--- config.mk ---
export PLATFORM = sky130hd
export DESIGN_NAME = cpu_uart_tx
export DESIGN_NICKNAME = d
export VERILOG_FILES = /design/src/rtl/cpu_uart_tx.sv
export SDC_FILE = /design/constraint.sdc
export NUM_CORES = 1
export LEC_CHECK = 0
export ABC_AREA = 1
export CAP_MARGIN = 20
export CORE_MARGIN = 4
export CORE_UTILIZATION = 40
export DETAILED_ROUTE_END_ITERATION = 8
export GPL_ROUTABILITY_DRIVEN = 1
export PLACE_DENSITY_LB_ADDON = 0.05
export SYNTH_ARGS = -nofsm -noshare
export SYNTH_HDL_FRONTEND = slang
export SYNTH_SLANG_ARGS = --single-unit
export TNS_END_PERCENT = 5
--- constraint.sdc ---
create_clock -name clk -period 1.7 [get_ports clk]
set_input_delay 0.255 -clock clk [delete_from_list [all_inputs] [get_ports clk]]
set_output_delay 0.255 -clock clk [all_outputs]
set_load 0.01 [all_outputs]
--- src/rtl/cpu_uart_tx.sv ---
`default_nettype none
// ============================================================================
//  Module   : cpu_uart_tx
//  Purpose  : CPU serial console transmitter -- byte FIFO feeding an 8N1 line.
//  Revision : 1.0  initial release
// ============================================================================
module cpu_uart_tx #(
   parameter int WordSize  = 8,
   parameter int ClkDiv    = 16,
   parameter int FifoDepth = 4
) (
   input  logic                clk,
   input  logic                reset,
   input  logic [WordSize-1:0] data_in,
   input  logic                wr,
   output logic                full,
   output logic                busy,
   output logic                overrun,
   output logic                txd
);

   localparam int c_AW = (FifoDepth > 1) ? $clog2(FifoDepth) : 1;
   localparam int c_CW = $clog2(FifoDepth + 1);
   localparam int c_DW = (ClkDiv > 1) ? $clog2(ClkDiv) : 1;
   localparam int c_BW = (WordSize > 1) ? $clog2(WordSize) : 1;
   localparam logic [c_DW-1:0] c_DIV_LOAD = c_DW'(ClkDiv - 1);
   localparam logic [c_BW-1:0] c_LAST_BIT = c_BW'(WordSize - 1);
   localparam logic [c_CW-1:0] c_FULL_CNT = c_CW'(FifoDepth);

   typedef enum logic [1:0] {
      S_IDLE  = 2'd0,
      S_START = 2'd1,
      S_DATA  = 2'd2,
      S_STOP  = 2'd3
   } state_t;

   state_t              r_state;
   logic [WordSize-1:0] r_mem [FifoDepth];
   logic [c_AW-1:0]     r_wptr;
   logic [c_AW-1:0]     r_rptr;
   logic [c_CW-1:0]     r_count;
   logic [c_DW-1:0]     r_div;
   logic [c_BW-1:0]     r_bit;
   logic [WordSize-1:0] r_shift;
   logic                r_txd;
   logic                r_full;
   logic                r_busy;
   logic                r_overrun;

   logic                w_tick;
   logic                w_push;
   logic                w_pop;
   logic                w_end_idle;
   logic                w_active_next;
   logic [c_CW-1:0]     w_count_next;

   // Pops happen only from IDLE or at the last clock of a stop bit, so a
   // queued byte follows the previous stop bit with no idle gap.
   always_comb begin
      w_tick        = (r_div == '0);
      w_push        = wr && !r_full;
      w_pop         = (r_count != '0) &&
                      ((r_state == S_IDLE) || ((r_state == S_STOP) && w_tick));
      w_end_idle    = (r_state == S_STOP) && w_tick && (r_count == '0);
      w_active_next = ((r_state != S_IDLE) && !w_end_idle) || w_pop;
      w_count_next  = r_count;
      if (w_push && !w_pop)
         w_count_next = r_count + c_CW'(1);
      else if (!w_push && w_pop)
         w_count_next = r_count - c_CW'(1);
   end

   always_ff @(posedge clk) begin
      if (!reset) begin
         r_state   <= S_IDLE;
         r_wptr    <= '0;
         r_rptr    <= '0;
         r_count   <= '0;
         r_div     <= '0;
         r_bit     <= '0;
         r_shift   <= '0;
         r_txd     <= 1'b1;
         r_full    <= 1'b0;
         r_busy    <= 1'b0;
         r_overrun <= 1'b0;
      end else begin
         r_count   <= w_count_next;
         r_full    <= (w_count_next == c_FULL_CNT);
         r_busy    <= w_active_next || (w_count_next != '0);
         r_overrun <= r_overrun | (wr & r_full);
         if (w_push) begin
            r_mem[r_wptr] <= data_in;
            r_wptr        <= r_wptr + c_AW'(1);
         end
         if (w_pop)
            r_rptr <= r_rptr + c_AW'(1);

         case (r_state)
            S_IDLE: begin
               r_txd <= 1'b1;
               if (w_pop) begin
                  r_shift <= r_mem[r_rptr];
                  r_txd   <= 1'b0;
                  r_div   <= c_DIV_LOAD;
                  r_state <= S_START;
               end
            end
            S_START: begin
               if (w_tick) begin
                  r_txd   <= r_shift[0];
                  r_bit   <= '0;
                  r_div   <= c_DIV_LOAD;
                  r_state <= S_DATA;
               end else begin
                  r_div <= r_div - c_DW'(1);
               end
            end
            S_DATA: begin
               if (w_tick) begin
                  r_div <= c_DIV_LOAD;
                  if (r_bit == c_LAST_BIT) begin
                     r_txd   <= 1'b1;
                     r_state <= S_STOP;
                  end else begin
                     r_shift <= r_shift >> 1;
                     r_txd   <= r_shift[1];
                     r_bit   <= r_bit + c_BW'(1);
                  end
               end else begin
                  r_div <= r_div - c_DW'(1);
               end
            end
            S_STOP: begin
               if (w_tick) begin
                  if (w_pop) begin
                     r_shift <= r_mem[r_rptr];
                     r_txd   <= 1'b0;
                     r_div   <= c_DIV_LOAD;
                     r_state <= S_START;
                  end else begin
                     r_state <= S_IDLE;
                  end
               end else begin
                  r_div <= r_div - c_DW'(1);
               end
            end
            default: r_state <= S_IDLE;
         endcase
      end
   end

   assign full    = r_full;
   assign busy    = r_busy;
   assign overrun = r_overrun;
   assign txd     = r_txd;

endmodule
`default_nettype wire

==> results of run 1 <==
## flip-flops by register name, summed over array words and instances, names as in the netlist, 2 cells and up, named ones only
name,cells
r_rptr,2
r_count,3
r_shift,8
r_mem,32
r_state,2
r_div,4
r_bit,3
r_wptr,2
## per-layer routing
layer	vias to the layer above	track usage	routed length, microns
met3	8	0.03057	197
met1	1013	0.1975	2871
met2	34	0.2192	2652
met4	0	0.07814	91
li1	1162	-	-
met5	-	0	0
## repair_timing
action / in CTS / in global routing
buffers inserted: 0 / 0
gates resized for setup: 0 / 10
endpoints found under the setup margin: 0 / 22
## kinds of logic (layout without fill, tap and decap cells)
kind of cell | count (synthesis) | in the layout | share of synthesized area
xor gates and xnor gates | 1 | 1 | 0.003015
and+or+nand+nor | 123 | 124 | 0.1964
buffers and inverters | 48 | 94 | 0.06804
adders and majority gates | 16 | 16 | 0.06891
AOI/OAI and AO/OA | 69 | 69 | 0.1262
DFF | 62 | 62 | 0.5375
## stage by stage
step	util	cell area, sq um	setup TNS [ns]	setup slack, ns	hold slack, ns
floorplan	-	2905	0	0.1097	0.3539
global placement	0.4775	3298	0	0.04858	0.4344
detailed placement	0.4775	3298	0	0.02955	0.4412
CTS	0.5060	3495	0	0.001871	0.4515
global route	0.5109	3528	-0.04290	-0.04290	0.4824
finish	0.5109	3528	0	0.1187	0.4522
## critical path: stages (launching register included)
cell and delay [ns]:
dfxtp_1 0.33, inv_1 0.06, ha_1 0.18, ha_1 0.20, inv_2 0.11, nand2_4 0.10, nand3_1 0.08, nand2_1 0.07
nor2_2 0.14, nand2_2 0.07, nor2_1 0.08, nor2_1 0.04
## power groups by stage
stage | logic [mW] | clock network (mW) | registers [mW]
floorplan | 1.95 | 0 | 2.02
global placement | 2.77 | 0 | 2.04
detailed placement | 2.77 | 0 | 2.04
CTS | 2.78 | 1.33 | 2.01
global route | 3.29 | 1.40 | 2.05
finish | 2.86 | 1.31 | 2.01
## worst min path at each step
stage,to,slack [ns],cells past startpoint
global placement,r_shift[3],0.43,2
CTS,r_shift[6],0.45,2
detailed placement,r_shift[6],0.44,2
finish,r_shift[6],0.45,2
floorplan,r_mem[0][0],0.35,0
global route,r_rptr[1],0.48,2
## cell type report
class	instances	share of cell area
Multi-Input combinational cell	210	0.3330
Sequential cell	62	0.4440
Clock buffer	10	0.03617
Inverter	40	0.04255
Clock inverter	6	0.01950
Timing Repair Buffer	38	0.09078
Tap cell	96	0.03404
## cells in the final DEF (no fill, tap or decap), types with 2 or more instances in the layout
cell	Yosys	final
nor2_1	45	45
nand2_1	43	43
o21ai_0	33	33
inv_1	35	32
edfxtp_1	32	32
dfxtp_1	30	28
buf_4	2	24
a21oi_1	23	21
ha_1	16	16
nand3_1	14	14
clkdlybuf4s50_1	0	14
clkbuf_8	0	9
inv_2	5	8
nor2_2	4	4
nand4_1	4	4
nand2_4	2	3
nand2_2	4	3
a21oi_2	1	3
o21ai_1	4	3
nand3_2	2	2
o211ai_1	2	2
o21ai_2	1	2
o22ai_1	2	2
nor3_1	2	2
inv_6	0	2
==> results.yml, run 1 <==
run_status:
  status: "complete, no violations"
final_layout:
  seq_area_sq_um: 1567
  multiInputGateArea_sq_um: 1175
  layoutNonFillerInstCount: 462
  antennaDiodeCount: 0
  fillers: 692
  final_layout_size_suffix_gt1_frac: 0.1913
  area_growth_pct: 21.45
  nets: 388
drt:
  drt_iter0_markers: 92
  viasPerCell: 4.799
  postRouteAntennaNets: 0
  totalWireLength_microns: 5812
  drtPass1Iterations: 4
  wl_per_cell_microns: 12.58
  drc: 0
  vias: 2217
clock_network:
  clock-root-buffer: "clkbuf_8"
  cts_buffers: 9
  path_clk_slew_ns: 0.07
  hold_buffers: 0
  cts_num_sinks: 62
  clock_path_buffers: 2
  cts_tree: "done"
  clock_latency_ns: 0.34
  htreeDepth: 3
min_path:
  worstHoldPathType: "flop to flop"
  hold_path.startpoint: "r_shift[6]"
synth:
  synth_cell_types: 33
  async_reset_ff_frac: 0
  ys.flop_type: "edfxtp_1"
  synth_common_cells: "nor2_1 (45), nand2_1 (43), inv_1 (35)"
  yosys.cell_count.top_type: "nor2_1"
  syn-cell-area_sq_um: 2905
  synthTopCellsByArea: "edfxtp_1 (33%), dfxtp_1 (21%), ha_1 (6.9%)"
  yosysTopAreaCellShare: 0.3307
  ys_seq_area_frac: 0.5375
  yosys.area.top_type: "edfxtp_1"
  synth.avg_cell_area_sq_um: 9.107
  ys_warn_count: 0
  synth_edf_count: 32
  ys_ff_latch: 62
  syn_nets: 346
  syn-instance-count: 319
placed_design:
  placed_cells: 445
  routabilityCongestion: 0.8414
  io_buffers: 14
  dpl.hpwl_microns: 4073
global_route:
  grt_remaining_overflow: 0
  antenna_found_initial: 0
  grt_pass1_wl_microns: 9708
  grt_pass1_vias: 2080
  gr-usage-all-layers: 0.1463
  grt_max_degree: 17
sta:
  finalClockSkew_ns: 0.008092
  worstMarginPinSlew_ns: 0.3679
  maxSlewHeadroom: 0.7544
  post-route-period-util: 0.9302
  slew_violations: 0
  hold_viol: 0
  max_freq_mhz: 632.4
  fin_crit_ns: 1.581
  rsz0062_at_grt: "true"
  setup_viol: 0
power:
  power.ir.vdd_worst_mv: 0.6085
  p_leak_nw: 1.449
  p_int_mw: 3.700
  p_total_mw: 6.180
  powerDensity_nw_per_um2: 1751
  switchingPower_mw: 2.480
  pwr-share-comb: 0.463
  clock_power_share: 0.212
  switching_share: 0.4013
  pwr-share-seq: 0.326
worst_setup_path:
  worstSetupEndpoint: "busy"
  path_class: "flop to flop"
  startpoint: "r_count[1]"
  r2r_slack_ns: 0.12
  cp-end-kind: "flop"
  rr_endpoint: "busy"
  critical_path.max_fanout: 6
  timing.rr.start: "r_count[1]"
  r2r_cells: 11
  worstSetupStartpointType: "flop"
  critPathArrivalTime_ns: 1.80
  crit_required_ns: 1.92
floorplanning:
  die_y_microns: 93.23
  dieWidth_microns: 93.23
  core-area_sq_um: 6907
  start_util: 0.4207
  fp-row-count: 30
  die_area_sq_um: 8691
  pin_count: 15
flow_run:
  max_cap_viol_count: 0
Note: power is estimated with default switching activity, not from simulation.
==> run 2, diff against run 1 <==
--- a/config.mk
+++ b/config.mk
@@ -12,6 +12,7 @@
 export DETAILED_ROUTE_END_ITERATION = 8
 export GPL_ROUTABILITY_DRIVEN = 1
 export PLACE_DENSITY_LB_ADDON = 0.05
+export SETUP_SLACK_MARGIN = 0.2
 export SYNTH_ARGS = -nofsm -noshare
 export SYNTH_HDL_FRONTEND = slang
 export SYNTH_SLANG_ARGS = --single-unit
==> results.yml, run 2 (same netlist as run 1, synthesis figures left out) <==
clock_network:
  clock-root-buffer: "clkbuf_8"
  cts_num_sinks: 62
  clock_latency_ns: 0.34
  path_clk_slew_ns: 0.07
  htreeDepth: 3
  hold_buffers: 0
  clock_path_buffers: 2
  cts_buffers: 9
  cts_tree: "done"
sta:
  setup_viol: 0
  max_freq_mhz: 670.5
  maxSlewHeadroom: 0.7768
  fin_crit_ns: 1.491
  finalClockSkew_ns: 0.005349
  hold_viol: 0
  worstMarginPinSlew_ns: 0.3334
  slew_violations: 0
  fin_tns_setup_ns: 0
  fin_ws_ns: 0.2086
  rsz0062_at_grt: "true"
  post-route-period-util: 0.8773
  whs_ns: 0.4544
worst_setup_path:
  crit_buf_inv: 3
  r2r_slack_ns: 0.21
  worstSetupStartpointType: "flop"
  critPathArrivalTime_ns: 1.73
  critPathTopFamily: "simple AND/OR/NAND/NOR gates"
  crit_required_ns: 1.94
  r2r_cells: 12
  cp-end-kind: "flop"
  critPathMaxStageDelay_ns: 0.34
  critical_path.max_fanout: 3
  cp_cell_sequence: "inv_2, ha_4, ha_4, inv_4, buf_6, nand3_4, nand2_4, nor2_4, nor2_4, nand2_2, nor2_2, nor2_1"
  rr_endpoint: "busy"
  cp.depth: 12
  path_class: "flop to flop"
  timing.rr.start: "r_count[1]"
  worst_path_max_delay_cell: "dfxtp_2"
final_layout:
  reg_top3: "r_mem: 32 flops, r_shift: 8 flops, r_div: 4 flops"
  antennaDiodeCount: 0
  largest_reg_flops: 32
  multiInputGateArea_sq_um: 1318
  top_register: "r_mem"
  final_core_util: 0.5534
  area_growth_pct: 31.57
  nets: 397
  fillers: 639
  seq_area_sq_um: 1573
  final_common_cell: "nor2_1"
  final_layout_size_suffix_gt1_frac: 0.2693
  most-common-layout-cells: "nor2_1 (43), nand2_1 (41), edfxtp_1 (32)"
min_path:
  hold_depth: 2
  hold_path.startpoint: "r_shift[2]"
  holdPathEnd: "r_shift[2]"
  worstHoldPathType: "flop to flop"
global_route:
  antenna_found_initial: 0
  grt_pass1_vias: 2133
  grt_remaining_overflow: 0
  gr-usage-all-layers: 0.1582
  grt_max_degree: 17
  grt_pass1_wl_microns: 10470
drt:
  totalWireLength_microns: 6215
  drt_iter0_markers: 73
  drtPass1Iterations: 4
  wl_met1_microns: 3035
  viasPerCell: 4.777
  wl_per_cell_microns: 13.20
  drc: 0
  dr.max_layer_used: "met4"
  dr_wl_met2_microns: 2851
  vias: 2250
  routed-wl-met3_microns: 254
  postRouteAntennaNets: 0
placed_design:
  dpl.hpwl_microns: 4306
  io_buffers: 14
  preCtsSetupSlack_ns: 0.05178
  routabilityCongestion: 0.7430
floorplanning:
  dieWidth_microns: 93.23
  start_util: 0.4207
  die_y_microns: 93.23
  pin_count: 15
  die_area_sq_um: 8691
  core-area_sq_um: 6907
  fp-row-count: 30
flow_run:
  max_cap_viol_count: 0
power:
  powerDensity_nw_per_um2: 1842
  p_total_mw: 7.042
  power.ir.vdd_worst_mv: 0.8745
  p_leak_nw: 1.540
run_status:
  status: "complete, no violations"
==> run 2: per-layer routing <==
metal,GRT usage,up-vias
met5,0,-
met4,0.05739,0
met3,0.04666,6
met2,0.2394,34
met1,0.2140,1034
li1,-,1176
==> run 2: repair_timing <==
action                                  in CTS  in global routing
pin swaps                                    6                 11
gates cloned                                 1                  0
endpoints found under the setup margin      24                 29
resized for setup                           22                 34
setup buffers                                4                  1
==> run 2: worst max path at each step <==
stage / end / start
after floorplan: busy / r_state[0]
after global placement: r_mem[1][5] / wr
after detailed placement: busy / wr
after CTS: r_state[0] / r_bit[0]
after global routing: r_state[0] / r_div[0]
final: busy / r_count[1]
==> run 2: worst reg2reg max path: stages (launching register included) <==
cell	delay, ns
dfxtp_2	0.34
inv_2	0.05
ha_4	0.16
ha_4	0.16
inv_4	0.07
buf_6	0.10
nand3_4	0.08
nand2_4	0.10
nor2_4	0.04
nor2_4	0.09
nand2_2	0.07
nor2_2	0.09
nor2_1	0.04
==> run 2: through the flow <==
stage / cells / cell area, sq um
final: 471 / 3822
after detailed placement: 449 / 3331
after floorplan: 319 / 2909
after global placement: 449 / 3331
after global routing: 471 / 3822
after CTS: 470 / 3686
==> run 2: layout make-up <==
cell class | instances | area share
Clock buffer | 9 | 0.03241
Clock inverter | 7 | 0.03175
Inverter | 40 | 0.04190
Multi-Input combinational cell | 210 | 0.3447
Sequential cell | 62 | 0.4115
Tap cell | 96 | 0.03142
Timing Repair Buffer | 47 | 0.1064
==> run 2: report_power, final <==
part	switching, mW	total [mW]	internal (mW)
Sequential	0.185	2.06	1.87
Combinational	1.94	3.41	1.47
Clock	0.592	1.57	0.981
